===== config.mk =====
export PLATFORM = sky130hd
export DESIGN_NAME = spi_flash_reader_flat
export DESIGN_NICKNAME = d
export VERILOG_FILES = /design/src/rtl/spi_flash_reader_if.sv /design/src/rtl/spi_flash_reader.sv /design/src/flat_wrapper.sv
export SDC_FILE = /design/constraint.sdc
export NUM_CORES = 1
export LEC_CHECK = 0
export BUFFER_PORTS_ARGS = -buffer_cell sky130_fd_sc_hd__buf_2
export CORE_AREA = 2 2 104 116
export DETAILED_ROUTE_END_ITERATION = 8
export DIE_AREA = 0 0 106 118
export SKIP_CTS_REPAIR_TIMING = 1
export SLEW_MARGIN = 20
export SYNTH_ARGS = -nofsm -noshare
export SYNTH_HDL_FRONTEND = slang
export SYNTH_SLANG_ARGS = --single-unit
export TNS_END_PERCENT = 100

===== constraint.sdc =====
create_clock -name i_Clk -period 3.9 [get_ports i_Clk]
set_clock_uncertainty 0.2 [all_clocks]
set_input_delay 0 -clock i_Clk [delete_from_list [all_inputs] [get_ports i_Clk]]
set_output_delay 0 -clock i_Clk [all_outputs]
set_load 0.02 [all_outputs]

===== src/rtl/spi_flash_reader_if.sv =====
// Request, data-delivery and byte-bus signals of spi_flash_reader, grouped so the
// reader (slave) and whoever drives it (master) see the same bundle.
interface spi_flash_reader_if;
   logic        i_Req;
   logic [23:0] i_Addr;
   logic [6:0]  i_Len;
   logic        o_Busy;
   logic        o_Err;
   logic [7:0]  o_Data;
   logic        o_Data_Valid;
   logic [6:0]  o_Data_Idx;
   logic        o_Done;
   logic [6:0]  o_TX_Count;
   logic [7:0]  o_TX_Byte;
   logic        o_TX_DV;
   logic        i_TX_Ready;
   logic [6:0]  i_RX_Count;
   logic        i_RX_DV;
   logic [7:0]  i_RX_Byte;

   modport slave (
      input  i_Req, i_Addr, i_Len, i_TX_Ready, i_RX_Count, i_RX_DV, i_RX_Byte,
      output o_Busy, o_Err, o_Data, o_Data_Valid, o_Data_Idx, o_Done,
             o_TX_Count, o_TX_Byte, o_TX_DV
   );

   modport master (
      output i_Req, i_Addr, i_Len, i_TX_Ready, i_RX_Count, i_RX_DV, i_RX_Byte,
      input  o_Busy, o_Err, o_Data, o_Data_Valid, o_Data_Idx, o_Done,
             o_TX_Count, o_TX_Byte, o_TX_DV
   );
endinterface


===== src/rtl/spi_flash_reader.sv =====
// SPI flash read sequencer: issues opcode, 24-bit address and dummy fill bytes over a
// byte-wide SPI master bus, and forwards the returned data bytes with their index.
module spi_flash_reader #(
   parameter logic [7:0] CMD_READ = 8'h03,
   parameter logic [6:0] MAX_LEN  = 7'd123
) (
   input logic               i_Clk,
   input logic               i_Rst_L,
   spi_flash_reader_if.slave bus
);
   typedef enum logic [2:0] {IDLE, CMD, ADDR, FILL, DRAIN} state_t;

   state_t      state, state_nxt;
   logic [23:0] addr;
   logic [6:0]  len;
   logic [6:0]  tx_cnt;
   logic [6:0]  tx_count;
   logic        armed;
   logic        tx_dv_p1;
   logic        busy;
   logic        err_p1;
   logic        data_vld_p1;
   logic        done_p1;
   logic [7:0]  data_p1;
   logic [6:0]  data_idx_p1;

   logic        len_ok;
   logic        req_ok;
   logic        req_bad;
   logic [6:0]  rx_idx;
   logic        rx_data;
   logic        rx_last;
   logic        issue;
   logic        tx_dv;
   logic [7:0]  tx_byte;

   assign len_ok  = (bus.i_Len != 7'd0) && (bus.i_Len <= MAX_LEN);
   assign req_ok  = (state == IDLE) && armed && bus.i_Req && len_ok;
   assign req_bad = (state == IDLE) && armed && bus.i_Req && !len_ok;
   assign rx_idx  = bus.i_RX_Count - 7'd4;
   // Header echo (bus indices 0..3) never reaches the data port.
   assign rx_data = (state != IDLE) && bus.i_RX_DV && (bus.i_RX_Count >= 7'd4);
   assign rx_last = rx_data && (rx_idx == len - 7'd1);
   // The previous-cycle strobe blocks back-to-back issue even if ready lingers high.
   assign issue   = bus.i_TX_Ready && !tx_dv_p1;

   always_ff @(posedge i_Clk or negedge i_Rst_L) begin
      if (!i_Rst_L) state <= IDLE;
      else          state <= state_nxt;
   end

   always_comb begin
      state_nxt = state;
      tx_dv     = 1'b0;
      tx_byte   = 8'h00;
      case (state)
         IDLE: begin
            if (req_ok) state_nxt = CMD;
         end
         CMD: begin
            tx_byte = CMD_READ;
            if (issue) begin
               tx_dv     = 1'b1;
               state_nxt = ADDR;
            end
         end
         ADDR: begin
            case (tx_cnt)
               7'd1:    tx_byte = addr[23:16];
               7'd2:    tx_byte = addr[15:8];
               default: tx_byte = addr[7:0];
            endcase
            if (issue) begin
               tx_dv = 1'b1;
               if (tx_cnt == 7'd3) state_nxt = FILL;
            end
         end
         FILL: begin
            if (tx_cnt == tx_count) state_nxt = DRAIN;
            else if (issue)         tx_dv     = 1'b1;
         end
         DRAIN: begin
         end
         default: state_nxt = IDLE;
      endcase
      // Completion can come from any active state; it always wins.
      if (rx_last) state_nxt = IDLE;
   end

   always_ff @(posedge i_Clk or negedge i_Rst_L) begin
      if (!i_Rst_L) begin
         armed       <= 1'b0;
         addr        <= 24'h0;
         len         <= 7'd0;
         tx_cnt      <= 7'd0;
         tx_count    <= 7'd0;
         tx_dv_p1    <= 1'b0;
         busy        <= 1'b0;
         err_p1      <= 1'b0;
         data_vld_p1 <= 1'b0;
         done_p1     <= 1'b0;
         data_p1     <= 8'h00;
         data_idx_p1 <= 7'd0;
      end else begin
         // Acceptance is held off until one edge after reset release.
         armed       <= 1'b1;
         tx_dv_p1    <= tx_dv;
         err_p1      <= req_bad;
         data_vld_p1 <= rx_data;
         done_p1     <= rx_last;
         if (rx_data) begin
            data_p1     <= bus.i_RX_Byte;
            data_idx_p1 <= rx_idx;
         end
         if (req_ok) begin
            addr     <= bus.i_Addr;
            len      <= bus.i_Len;
            tx_count <= bus.i_Len + 7'd4;
            tx_cnt   <= 7'd0;
            busy     <= 1'b1;
         end else if (tx_dv) begin
            tx_cnt <= tx_cnt + 7'd1;
         end
         if (rx_last) busy <= 1'b0;
      end
   end

   assign bus.o_Busy       = busy;
   assign bus.o_Err        = err_p1;
   assign bus.o_Data       = data_p1;
   assign bus.o_Data_Valid = data_vld_p1;
   assign bus.o_Data_Idx   = data_idx_p1;
   assign bus.o_Done       = done_p1;
   assign bus.o_TX_Count   = tx_count;
   assign bus.o_TX_Byte    = tx_byte;
   assign bus.o_TX_DV      = tx_dv;
endmodule


===== src/flat_wrapper.sv =====
// flat-port wrapper written by rule: the top's interface ports become plain ports
module spi_flash_reader_flat 
#(
   parameter logic [7:0] CMD_READ = 8'h03,
   parameter logic [6:0] MAX_LEN  = 7'd123
)
  (i_Clk, i_Rst_L, bus_i_Req, bus_i_Addr, bus_i_Len, bus_i_TX_Ready, bus_i_RX_Count, bus_i_RX_DV, bus_i_RX_Byte, bus_o_Busy, bus_o_Err, bus_o_Data, bus_o_Data_Valid, bus_o_Data_Idx, bus_o_Done, bus_o_TX_Count, bus_o_TX_Byte, bus_o_TX_DV);
  spi_flash_reader_if bus_i ();
  input logic i_Clk;
  input logic i_Rst_L;
  input wire logic [$bits(bus_i.i_Req)-1:0] bus_i_Req;
  input wire logic [$bits(bus_i.i_Addr)-1:0] bus_i_Addr;
  input wire logic [$bits(bus_i.i_Len)-1:0] bus_i_Len;
  input wire logic [$bits(bus_i.i_TX_Ready)-1:0] bus_i_TX_Ready;
  input wire logic [$bits(bus_i.i_RX_Count)-1:0] bus_i_RX_Count;
  input wire logic [$bits(bus_i.i_RX_DV)-1:0] bus_i_RX_DV;
  input wire logic [$bits(bus_i.i_RX_Byte)-1:0] bus_i_RX_Byte;
  output wire logic [$bits(bus_i.o_Busy)-1:0] bus_o_Busy;
  output wire logic [$bits(bus_i.o_Err)-1:0] bus_o_Err;
  output wire logic [$bits(bus_i.o_Data)-1:0] bus_o_Data;
  output wire logic [$bits(bus_i.o_Data_Valid)-1:0] bus_o_Data_Valid;
  output wire logic [$bits(bus_i.o_Data_Idx)-1:0] bus_o_Data_Idx;
  output wire logic [$bits(bus_i.o_Done)-1:0] bus_o_Done;
  output wire logic [$bits(bus_i.o_TX_Count)-1:0] bus_o_TX_Count;
  output wire logic [$bits(bus_i.o_TX_Byte)-1:0] bus_o_TX_Byte;
  output wire logic [$bits(bus_i.o_TX_DV)-1:0] bus_o_TX_DV;
  assign bus_i.i_Req = bus_i_Req;
  assign bus_i.i_Addr = bus_i_Addr;
  assign bus_i.i_Len = bus_i_Len;
  assign bus_i.i_TX_Ready = bus_i_TX_Ready;
  assign bus_i.i_RX_Count = bus_i_RX_Count;
  assign bus_i.i_RX_DV = bus_i_RX_DV;
  assign bus_i.i_RX_Byte = bus_i_RX_Byte;
  assign bus_o_Busy = bus_i.o_Busy;
  assign bus_o_Err = bus_i.o_Err;
  assign bus_o_Data = bus_i.o_Data;
  assign bus_o_Data_Valid = bus_i.o_Data_Valid;
  assign bus_o_Data_Idx = bus_i.o_Data_Idx;
  assign bus_o_Done = bus_i.o_Done;
  assign bus_o_TX_Count = bus_i.o_TX_Count;
  assign bus_o_TX_Byte = bus_i.o_TX_Byte;
  assign bus_o_TX_DV = bus_i.o_TX_DV;
  spi_flash_reader #(.CMD_READ(CMD_READ), .MAX_LEN(MAX_LEN)) u_core (.i_Clk(i_Clk), .i_Rst_L(i_Rst_L), .bus(bus_i));
endmodule

### Yosys cells after proc, flatten, opt, wreduce, memory -nomap -nowiden

Index checks and enable logic that the tools add are counted.

| storage, ports and cells | value |
|---|---|
| latch bits | 0 |
| bits in writable memories | 0 |
| memories kept | 0 |
| output and inout port bits | 35 |
| word-level logic and storage cells | 68 |
| bits in registers | 69 |
| memory bits (read-only) | 0 |
| input bits | 51 |

| cells by class | value |
|---|---|
| mux-type cells | 16 |
| multiply operators | 0 |
| reductions and logical operators | 18 |
| bitwise logic cells | 0 |
| shifts and indexed selects | 0 |
| $add $sub $neg | 4 |
| $lt $le $gt $ge | 2 |
| divide/modulo/power cells | 0 |
| eq/ne operators | 15 |

Operators with widths:

| operator | count |
|---|---|
| 8-bit case mux with 2 select lines | 2 |
| 3-bit 2-to-1 mux | 6 |
| 3-bit by 1-bit != test with 1-bit output (second input constant) | 5 |
| 3-bit case mux with 5 select lines | 1 |
| 7-bit by 2-bit == test with 1-bit output (second input constant) | 2 |
| 7-bit == test | 2 |
| 7-bit 2-to-1 mux | 2 |
| 1-bit logical AND | 9 |
| 7-bit by 1-bit adder with 7-bit output (second input constant) | 1 |
| 7-bit by 3-bit adder with 7-bit output (second input constant) | 1 |
| 7-bit by 1-bit == test with 1-bit output (second input constant) | 1 |
| 7-bit by 3-bit >= comparator with 1-bit output (second input constant) | 1 |
| 7-bit less-or-equal comparator (second input constant) | 1 |
| 7-bit nonzero test | 1 |
| 7-bit by 1-bit subtractor with 7-bit output (second input constant) | 1 |
| 7-bit by 3-bit subtractor with 7-bit output (second input constant) | 1 |
| 3-bit by 2-bit == test with 1-bit output (second input constant) | 2 |
| 6-bit AND reduction | 1 |
| 1-bit 2-to-1 mux | 4 |
| 2-bit nonzero test | 2 |
| 3-bit by 1-bit == test with 1-bit output (second input constant) | 1 |
| 3-bit == test (second input constant) | 1 |
| 3-bit logical NOT | 1 |
| 3-bit nonzero test | 1 |
| 4 further kinds | 5 |

### Longest topological paths before layout

| logic depth | value |
|---|---|
| depth in word-level cells | 7 |
| gate-level depth with buffers | 8 |

### Worst setup path before layout

Ideal clock, no wire load.

| timing | value |
|---|---|
| kind | reg-to-output |
| start | register u_core.tx_cnt[2] |
| end | output port bus_o_TX_Byte[0] |
| data required time | 3.700 ns |
| arrival | 2.000 ns |
| stages on the path, launching flop included | 5 |
| path slack | 1.700 ns |
| buffers on the path | 0 |
| cells stage by stage | dfrtp_1 or4_1 nor3b_2 a22oi_1 a31oi_1 |

| on the way | value |
|---|---|
| word-level cells in the longest chain between the ends | 3 |
| elaborated cells between the ends (all ways) | 4 |
| those cells by class | eq/ne (2); mux (2) |

Ends and longest elaborated chain:

| element | RTL line | RTL |
|---|---|---|
| from (decl) | spi_flash_reader.sv:16 | `logic [6:0] tx_cnt;` |
| from (signal assigned) | spi_flash_reader.sv:122 | `tx_cnt <= tx_cnt + 7'd1;` |
| 7-bit by 2-bit == test with 1-bit output or 7-bit by 1-bit == test with 1-bit output (tied branches) | spi_flash_reader.sv:68 | `case (tx_cnt)` |
| 8-bit case mux with 2 select lines * | spi_flash_reader.sv:68 |  |
| 8-bit case mux with 2 select lines * | spi_flash_reader.sv:56 | `case (state)` |
| to (decl) | flat_wrapper.sv:25 | `output wire logic [$bits(bus_i.o_TX_Byte)-1:0] bus_o_TX_Byte;` |

Every way passes the cells marked *; elsewhere a longest branch is shown, timed or not.

### Worst setup path after layout

Same ends and word-level chain as after synthesis.

==> reports/results.ini <==
[critical_path]
crit_buf_inv = 1
crit_family = simple AND/OR/NAND/NOR gates
cp.arrival_ns = 2.52
cp_max_fo = 9
r2r-end = u_core.state[1]
cpPeakStageDelay_ns = 0.63
cp-start-kind = flop
cp-end-kind = output pin
r2r_setup_slack_ns = 1.45
cp_cell_sequence = or4_1 > nor3b_2 > nor2_1 > nand2_1 > a31oi_1 > buf_2
r2r_cells = 7
cpMaxStageDelayCell = or4_1
worstSetupPathType = reg -> out
worstPathRequired_ns = 3.70
timing.rr.start = u_core.len[0]

[pwr]
switching_share = 0.364
p_seq_frac = 0.362
vdd_ir_drop_max_mv = 0.410
p_int_mw = 2.16
combPwrFrac = 0.363
switching_power_mw = 1.24
leakagePower_nw = 2.27
pwr-share-clk = 0.276
powerDensity_nw_per_um2 = 709

[global_routing]
grt_pass1_vias = 2651
antenna_found_initial = 0
grt_max_degree = 49
grt_usage = 0.132
grt_pass1_wl_um = 12900
grt_overflow = 0

[sta]
fin_ws_ns = 1.18
rsz0062_at_grt = false
period_needed_ns = 2.72
fmax_mhz = 368
tns_ns = 0
finalSetupViolCount = 0
drv_slew = 0
maxSlewHeadroom = 0.595
finalCritPeriodShare = 0.697
hold_viol = 0
worst_pin_slew_ns = 0.607

[synthesis]
syn_inst = 312
synth_area_leaders = dfrtp_1 50%, mux2_2 10%, nand2_1 6.7%
synth_top_area_share = 0.501
yosys_warnings = 0
synthFlopType = dfrtp_1
yosys_register_bits = 67
syn_nets = 372
synth_cell_type_count = 44
yosysSeqAreaShare = 0.501
yosysMostFrequentCell = dfrtp_1
async_flop_share = 1.00
synthTopCellsByCount = 67 x dfrtp_1, 60 x nand2_1, 30 x mux2_2
syn_area_per_cell_sq_um = 10.7
syn-cell-area_sq_um = 3350
yosysTopAreaCell = dfrtp_1
synth_edf_count = 0

[die]
die-area_sq_um = 12500
num_rows = 41
die_x_um = 106
core_sq_um = 11300
io_pins = 86
initial_utilization = 0.295
fp.dieH_um = 118

[clocking]
cts.sinks = 67
cts_buffer_depth = 2
htree_levels = 3
cts_root_buf = clkbuf_16
cts-buffers-inserted = 9
clk_pin_slew_ns = 0.05
cts_tree = done
clock_latency_ns = 0.33

[detailed_routing]
drt_wl_total_um = 8700
drc = 0
vias = 2819
ant_nets = 0
via_per_inst = 4.66
drt_pass1_iterations = 4
drt_iter0_drc = 164
avgRoutedWirePerCell_um = 14.4

[worst_hold_path]
hold_path_end = u_core.bus.o_Data_Idx[1]
worst_hold_startpoint = bus_i_RX_DV
hold_class = in -> reg
hold_depth = 5

[cells_and_area]
diodes = 0
layout-drive-gt1-share = 0.310
final_nets = 510
final_cells = 605
syn_to_final_growth_pct = 43.2

[job]
cap_viol_max_count = 0

[placement]
gp_congestion = 0.794
dp_hpwl_um = 6030
dp_slack_ns = 1.45
io_buffers = 85
place_inst = 538

[status]
status = completed

-- power by group through the flow --
| stage | combinational (mW) | sequential (mW) | clock, mW |
|---|---|---|---|
| after floorplan | 0.816 | 1.22 | 0 |
| after global placement | 1.16 | 1.23 | 0 |
| after detailed placement | 1.19 | 1.24 | 0 |
| after CTS | 1.20 | 1.23 | 0.948 |
| after global routing | 1.36 | 1.26 | 0.984 |
| final | 1.23 | 1.23 | 0.936 |
-- stage by stage --
step                instance area, sq um  utilization  total power [mW]  hold slack (ns)
floorplan                           3350            -              2.03           -0.496
global placement                    3930        0.347              2.39         -0.00551
detailed placement                  3930        0.347              2.42        -0.000576
CTS                                 4280        0.377              3.37           -0.341
global route                        4790        0.423              3.60           0.0123
finish                              4790        0.423              3.40          0.00381
-- worst max-delay path by stage --
stage	startpoint	endpoint	slack [ns]	depth (start not counted)
floorplan	u_core.tx_cnt[2]	bus_o_TX_Byte[0]	1.70	4
finish	u_core.tx_cnt[2]	bus_o_TX_Byte[0]	1.18	6
detailed placement	u_core.len[0]	u_core.state[1]	1.45	7
global placement	u_core.len[0]	u_core.state[1]	1.53	7
CTS	u_core.tx_cnt[2]	bus_o_TX_Byte[0]	1.21	6
global route	u_core.tx_cnt[2]	bus_o_TX_Byte[5]	1.00	6
-- cells in the final DEF (no fill, tap or decap), drive strengths merged, types with 5 or more instances in the layout --
| master | count |
|---|---|
| buf | 89 |
| xnor2 | 9 |
| nor3 | 5 |
| nand2 | 60 |
| o21ai | 16 |
| a22oi | 8 |
| inv | 12 |
| nor2 | 6 |
| dlygate4sd3 | 51 |
| clkbuf | 12 |
| ha | 9 |
| xor2 | 13 |
| mux2 | 30 |
| dfrtp | 67 |
| a21oi | 10 |
-- flip-flops by register name, indices dropped and copies added (netlist names) --
register and count:
u_core.bus.o_Err 1, u_core.armed 1, u_core.bus.o_Data_Idx 7, u_core.bus.o_Data 8
u_core.bus.o_Busy 1, u_core.bus.o_Data_Valid 1, u_core.tx_dv_p1 1, u_core.tx_cnt 7
u_core.bus.o_Done 1, u_core.state 3, u_core.addr 24, u_core.bus.o_TX_Count 5
u_core.len 7
-- tightest hold or removal path, delay by kind of cell --
kind            cells  cell delay [ns]
compound gates      1             0.08
buf+inv             2             0.29
simple gates        2             0.12
-- metal layers --
| layer | global-route usage | wire (um) | share of wire | vias up |
|---|---|---|---|---|
| li1 | - | - | - | 1361 |
| met1 | 0.154 | 3790 | 0.44 | 1344 |
| met2 | 0.226 | 4290 | 0.49 | 102 |
| met3 | 0.0460 | 520 | 0.060 | 12 |
| met4 | 0.0395 | 92 | 0.011 | 0 |
| met5 | 0 | 0 | 0 | - |
-- logic make-up after synthesis --
kind of cell    count (synthesis)  synth area share
xor+xnor                       24            0.0711
other cells                     1           0.00112
fa+ha+maj                       9            0.0337
simple gates                  107             0.166
flops                          67             0.501
compound gates                 47            0.0879
mux                            32             0.107
buf+inv                        25            0.0322
-- layout make-up --
class | count | area [sq um]
Fill cell | 1058 | 6550
Sequential cell | 67 | 1680
Multi-Input combinational cell | 220 | 1570
Timing Repair Buffer | 140 | 968
Clock buffer | 12 | 246
Tap cell | 150 | 188
Clock inverter | 4 | 97.6
Inverter | 12 | 45.0
(Power assumes the default switching activity.)
